==> config.mk <==
export PLATFORM = sky130hd
export DESIGN_NAME = midi_msg_receiver
export DESIGN_NICKNAME = d
export VERILOG_FILES = /design/src/rtl/midi_msg_receiver.sv
export SDC_FILE = /design/constraint.sdc
export NUM_CORES = 1
export LEC_CHECK = 0
export BUFFER_PORTS_ARGS = -buffer_cell sky130_fd_sc_hd__buf_2
export CAP_MARGIN = 5
export CORE_ASPECT_RATIO = 0.5
export CORE_MARGIN = 1.5
export CORE_UTILIZATION = 30
export CTS_CLUSTER_SIZE = 25
export DETAILED_ROUTE_END_ITERATION = 8
export PLACE_DENSITY = 0.57
export SYNTH_ARGS = -nofsm -noshare
export SYNTH_HDL_FRONTEND = slang
export SYNTH_SLANG_ARGS = --single-unit
==> constraint.sdc <==
create_clock -name clck -period 2.3 [get_ports clck]
set_clock_uncertainty 0.15 [all_clocks]
set_input_delay 0.115 -clock clck [delete_from_list [all_inputs] [get_ports clck]]
set_output_delay 0.115 -clock clck [all_outputs]
set_load 0.005 [all_outputs]
==> src/rtl/midi_msg_receiver.sv <==
// midi_msg_receiver
//   MIDI input block. It deserialises the asynchronous MIDI line using mid-bit
//   sampling, false-start rejection and stop-bit checking. It then assembles
//   channel-voice messages with running status, real-time pass-through,
//   optional channel filtering and optional note-on-velocity-0 to note-off
//   conversion.
//
// Ports
//   clck        system clock, rising edge
//   rst         synchronous reset, active-high
//   midi_data   asynchronous serial line, idle high
//   channel     accepted channel when filtering and omni=0
//   omni        1 = accept every channel
//   byte_valid  1-cycle strobe, correctly framed byte in byte_data
//   byte_data   last received byte, held between strobes
//   msg_valid   1-cycle strobe, complete channel-voice message
//   msg_status  message status byte (0x80..0xEF)
//   msg_data1   first data byte
//   msg_data2   second data byte, 0 for 0xCn/0xDn messages
//   rt_valid    1-cycle strobe, real-time byte (0xF8..0xFF)
//   rt_byte     last real-time byte, held between strobes
//   frame_err   1-cycle strobe, stop bit sampled low
module midi_msg_receiver #(
  parameter int CLKS_PER_BIT        = 128,
  parameter int SYNC_STAGES         = 2,
  parameter bit NOTE_ON_ZERO_AS_OFF = 1'b1,
  parameter bit FILTER_EN           = 1'b1
) (
  input  logic       clck,
  input  logic       rst,
  input  logic       midi_data,
  input  logic [3:0] channel,
  input  logic       omni,
  output logic       byte_valid,
  output logic [7:0] byte_data,
  output logic       msg_valid,
  output logic [7:0] msg_status,
  output logic [6:0] msg_data1,
  output logic [6:0] msg_data2,
  output logic       rt_valid,
  output logic [7:0] rt_byte,
  output logic       frame_err
);

  localparam int CW = $clog2(CLKS_PER_BIT);
  localparam logic [CW-1:0] HALF_M1 = CW'(CLKS_PER_BIT / 2 - 1);
  localparam logic [CW-1:0] FULL_M1 = CW'(CLKS_PER_BIT - 1);

  typedef enum logic [1:0] {IDLE, START, DATA, STOP} bit_state_t;

  // ---------------------------------------------------------------------------
  // Synchroniser and bit-level receiver
  // ---------------------------------------------------------------------------
  logic [SYNC_STAGES-1:0] sync_q;
  logic                   s;
  logic                   s_prev;
  bit_state_t             state;
  logic [CW-1:0]          cnt;
  logic [2:0]             bit_idx;
  logic [7:0]             shreg;

  assign s = sync_q[SYNC_STAGES-1];

  // NOTE: every sequential assignment uses <= so all registers update from
  // the same pre-edge values; a blocking '=' here would make the result
  // depend on statement order.
  always_ff @(posedge clck) begin
    if (rst) begin
      // Synchroniser loads idle-high so releasing reset cannot fake a start.
      sync_q     <= '1;
      s_prev     <= 1'b1;
      state      <= IDLE;
      cnt        <= '0;
      bit_idx    <= '0;
      shreg      <= '0;
      byte_valid <= 1'b0;
      byte_data  <= '0;
      rt_valid   <= 1'b0;
      rt_byte    <= '0;
      frame_err  <= 1'b0;
    end else begin
      sync_q     <= {sync_q[SYNC_STAGES-2:0], midi_data};
      s_prev     <= s;
      byte_valid <= 1'b0;
      rt_valid   <= 1'b0;
      frame_err  <= 1'b0;

      unique case (state)
        IDLE: begin
          if (s_prev && !s) begin
            cnt   <= '0;
            state <= START;
          end
        end

        START: begin
          if (cnt == HALF_M1) begin
            // A line that is high again at mid-start-bit was only a glitch.
            if (!s) begin
              cnt     <= '0;
              bit_idx <= '0;
              state   <= DATA;
            end else begin
              state <= IDLE;
            end
          end else begin
            cnt <= cnt + 1'b1;
          end
        end

        DATA: begin
          if (cnt == FULL_M1) begin
            cnt   <= '0;
            shreg <= {s, shreg[7:1]};  // LSB arrives first
            if (bit_idx == 3'd7) state <= STOP;
            else                 bit_idx <= bit_idx + 1'b1;
          end else begin
            cnt <= cnt + 1'b1;
          end
        end

        STOP: begin
          if (cnt == FULL_M1) begin
            // Return to IDLE at mid-stop-bit so a back-to-back start edge is seen.
            state <= IDLE;
            if (s) begin
              byte_valid <= 1'b1;
              byte_data  <= shreg;
              // Real-time bytes bypass the assembler and appear with byte_valid.
              if (shreg[7:3] == 5'b11111) begin
                rt_valid <= 1'b1;
                rt_byte  <= shreg;
              end
            end else begin
              frame_err <= 1'b1;
            end
          end else begin
            cnt <= cnt + 1'b1;
          end
        end

        default: state <= IDLE;
      endcase
    end
  end

  // ---------------------------------------------------------------------------
  // Message assembler
  // ---------------------------------------------------------------------------
  logic [7:0] run_status;  // bit 7 set = running status valid
  logic       have_d1;
  logic [6:0] data1_q;

  logic       need_one;
  logic       chan_ok;
  logic       conv;
  logic [6:0] comp_d1;
  logic [6:0] comp_d2;
  logic [7:0] comp_status;

  always_comb begin
    need_one    = (run_status[7:5] == 3'b110);  // 0xCn / 0xDn carry one data byte
    comp_d1     = need_one ? byte_data[6:0] : data1_q;
    comp_d2     = need_one ? 7'd0 : byte_data[6:0];
    chan_ok     = !FILTER_EN || omni || (run_status[3:0] == channel);
    conv        = NOTE_ON_ZERO_AS_OFF && (run_status[7:4] == 4'h9) && (comp_d2 == 7'd0);
    comp_status = conv ? {4'h8, run_status[3:0]} : run_status;
  end

  always_ff @(posedge clck) begin
    if (rst) begin
      run_status <= '0;
      have_d1    <= 1'b0;
      data1_q    <= '0;
      msg_valid  <= 1'b0;
      msg_status <= '0;
      msg_data1  <= '0;
      msg_data2  <= '0;
    end else begin
      msg_valid <= 1'b0;
      if (frame_err) begin
        // A corrupted byte breaks the message but not the running status.
        have_d1 <= 1'b0;
      end else if (byte_valid) begin
        if (byte_data[7:4] == 4'hF) begin
          // System common / SysEx cancels running status; real-time is ignored.
          if (!byte_data[3]) begin
            run_status <= '0;
            have_d1    <= 1'b0;
          end
        end else if (byte_data[7]) begin
          run_status <= byte_data;
          have_d1    <= 1'b0;
        end else if (run_status[7]) begin
          if (need_one || have_d1) begin
            have_d1 <= 1'b0;
            if (chan_ok) begin
              msg_valid  <= 1'b1;
              msg_status <= comp_status;
              msg_data1  <= comp_d1;
              msg_data2  <= comp_d2;
            end
          end else begin
            data1_q <= byte_data[6:0];
            have_d1 <= 1'b1;
          end
        end
      end
    end
  end

endmodule

==> impl_metrics.py <==
metrics = {
    "layout": {
        "fin_util_pct": 37.8,
        "syn_to_final_growth_pct": 23.1,
        "fill_cells": 1119,
        "num_antenna_cells": 0,
        "layout-drive-gt1-share_pct": 21.5,
        "nets": 433,
    },
    "clock_network": {
        "h-tree-depth": 3,
        "cts.sinks": 81,
        "cts_buffer_depth": 2,
        "clk_latency_ps": 340,
        "cts_buffers": 9,
        "clk_pin_slew_worst_paths_ps": 60,
        "cts_tree": "built",
        "root_buffer": "clkbuf_16",
    },
    "routing": {
        "drt_iter0_drc": 183,
        "num_vias": 2906,
        "wirelength_mm": 8.07,
        "drtPass1Iterations": 6,
        "ant_nets": 0,
        "vias_per_cell": 5.08,
        "drc": 4,
        "routedWlPerCell_um": 14.1,
    },
    "synth": {
        "yosys_warnings": 0,
        "synth_fp_nets": 378,
        "synth_top_area_share_pct": 48.1,
        "synth_edf_count": 0,
        "yosysSeqAreaShare_pct": 48.1,
        "synth.distinct_cells": 53,
        "synth-main-ff-cell": "dfxtp_1",
        "synth_area_leaders": "dfxtp_1 48%, mux2i_1 7.1%, a21oi_1 6.1%, nor2_1 3.9%, o21ai_0 3.3%",
        "synthesis.area_um2": 3370,
        "syn_inst": 367,
        "synth_area_leader_cell": "dfxtp_1",
        "syn_avg_cell_area_um2": 9.18,
        "ys_async_sr_fraction_pct": 0,
        "ys_ff_latch": 81,
    },
    "worst_setup_path": {
        "cp.depth": 6,
        "critPathTopFamily": "simple AND/OR/NAND/NOR gates",
        "end_kind": "flop",
        "slowest_stage": "or4_1",
        "r2r_cells": 6,
        "crit_chain": "ha_1 -> ha_1 -> nor4bb_1 -> o2111ai_1 -> or4_1 -> a21oi_1",
        "cp-start-kind": "flop",
        "crit_arrival_ps": 2190,
        "path_buf_inv": 0,
        "worst_path_most_repeated_cell": "ha_1",
        "path_class": "reg -> reg",
        "worstPathRequired_ps": 2420,
        "cp_max_fo": 4,
        "crit_path_max_incr_delay_ps": 460,
    },
    "sta": {
        "finalSetupViolations": 0,
        "tns_ps": 0,
        "finalHoldViolCount": 0,
        "period_needed_ps": 2080,
        "tightest_slew_ps": 503,
        "slew_headroom_pct": 66.5,
        "max_freq_mhz": 482,
        "period_share_pct": 90.3,
        "drv_slew": 0,
        "rsz0062_at_grt": "no",
    },
    "power_and_ir_drop": {
        "pwr-share-seq_pct": 49.0,
        "p_sw_uw": 604,
        "leakagePower_nw": 1.56,
        "p_clk_share_pct": 48.2,
        "p_sw_share_pct": 21.0,
        "ir_drop_mv": 0.404,
        "p_int_mw": 2.28,
        "p_per_area_nw_per_um2": 696,
        "comb_power_share_pct": 2.8,
    },
    "global_route": {
        "grt_overflow": 0,
        "grt_pass1_wl_mm": 13.7,
        "antenna_found_initial": 0,
        "grt_pass1_vias": 2659,
        "grt_use_total_pct": 14.4,
        "grt_max_degree": 37,
    },
    "floorplanning": {
        "coreArea_um2": 11000,
        "die_area_um2": 11900,
        "rows": 27,
        "io-pin-count": 50,
        "die_x_um": 153,
        "die_y_um": 77.9,
        "initial_utilization_pct": 30.7,
    },
    "min_path": {
        "min-delay-path-class": "in -> reg",
        "holdPathStages": 2,
    },
    "placement": {
        "finalWeightedCongestion": 0.830,
        "io_buffers": 49,
        "dpl.hpwl_mm": 5.45,
    },
    "run_status": {
        "failed_checks": "design-rule violations",
        "run_status": "complete, but fails checks",
    },
    "run": {
        "drv_cap": 0,
    },
}
-- layer usage --
metal	wire length (um)	vias to the layer above	global-route usage, %	share of wire (%)
met4	76	0	4.90	0.94
met5	0	-	0	0
li1	-	1458	-	-
met3	341	6	4.25	4.2
met1	4080	1382	19.7	50
met2	3580	60	21.6	44
-- cell usage in the layout (no fill, tap or decap), drive strengths merged, types with 3 or more instances in the layout --
cell     n
inv      7
a21oi   41
o21ai   22
buf     69
nor4     5
a211oi   8
nor3     6
o21a     3
a31oi    3
xnor2    5
or4b     7
mux2i   24
nor2    35
o211ai   3
or2      3
and3     4
a22o     6
clkbuf  14
dfxtp   81
a311oi   3
ha       3
nand4    4
nand2   24
nand3   12
-- stage by stage --
stage               setup WS [ps]  power (mW)  hold WS (ps)  cell area (um2)  instances
detailed placement            246        1.52           169             3840        555
global route                 54.5        3.01          62.2             4150        572
global placement              299        1.52           172             3840        555
floorplan                     357        1.49          68.8             3370        367
finish                        224        2.88          41.3             4150        572
CTS                           224        2.92          25.0             4150        572
-- worst reg2reg max path, stage by stage (launching register included) --
cell and delay (ps):
dfxtp_1 320, ha_1 200, ha_1 200, nor4bb_1 260, o2111ai_1 260, or4_1 460, a21oi_1 150
-- area by class of cell --
class	count	area [um2]	share of cell area, %
multi-input cells	253	1620	39.0
flip-flops and latches	81	1620	39.1
clock buffers	14	284	6.85
inverters	7	26.3	0.634
clock inverters	2	10.0	0.241
repair buffers	70	405	9.78
well taps	145	181	4.38
-- flip-flops by register name (all words and copies together), names as in the netlist, named ones only --
register,flops
frame_err,1
bit_idx,3
msg_data1,7
msg_valid,1
sync_q,2
data1_q,7
rt_valid,1
byte_data,8
cnt,7
run_status,8
state,1
byte_valid,1
msg_status,8
msg_data2,7
have_d1,1
s_prev,1
rt_byte,8
shreg,8
-- worst paths after layout --
check	start	end	slack (ps)
worst max-delay path	bit_idx[0]	bit_idx[0]	220
worst min-delay path	rst	rt_byte[5]	40
worst max register to register	bit_idx[0]	bit_idx[0]	220
worst min register to register	sync_q[0]	sync_q[1]	260
-- repair_timing --
action | CTS | global route
setup buffers | 0 | 0
hold buffers | 1 | 0
endpoints found under the hold margin | 1 | 0
resized for setup | 0 | 0
-- cells in the mapped netlist (2+ instances only) --
cell type  number
a211oi_1        8
a21o_1          2
a21oi_1        41
a22o_1          6
a311oi_1        3
a31oi_1         3
a41oi_1         2
and3_1          4
and4_1          2
buf_2           4
clkbuf_1       20
dfxtp_1        81
ha_1            3
inv_1           7
mux2i_1        24
nand2_1        24
nand2b_1        2
nand3_1        12
nand4_1         4
nor2_1         35
nor3_1          5
nor4_1          3
nor4_2          2
nor4b_1         2
o2111ai_1       2
o211ai_1        3
o21a_1          3
o21ai_0        22
or2_2           3
or4_1           2
or4b_1          7
xnor2_1         5
-- power by group through the flow --
| stage | clock network (mW) | registers (mW) | logic, mW |
|---|---|---|---|
| CTS | 1.43 | 1.41 | 0.0805 |
| global route | 1.50 | 1.41 | 0.0909 |
| finish | 1.39 | 1.41 | 0.0806 |
| global placement | 0 | 1.44 | 0.0794 |
| floorplan | 0 | 1.44 | 0.0510 |
| detailed placement | 0 | 1.44 | 0.0788 |
-- cell families (layout without fill, tap and decap cells) --
group,Yosys count,in the layout,share of synthesized area [%]
buffers and inverters,33,93,4.05
AND/OR/NAND/NOR,115,115,18.3
XOR/XNOR,5,5,1.30
flip-flops,81,81,48.1
multiplexers,24,24,7.13
AO/OA/AOI/OAI,106,106,20.0
adder cells (fa/ha/maj),3,3,1.11
No activity file was read; power rests on OpenSTA's default activity.
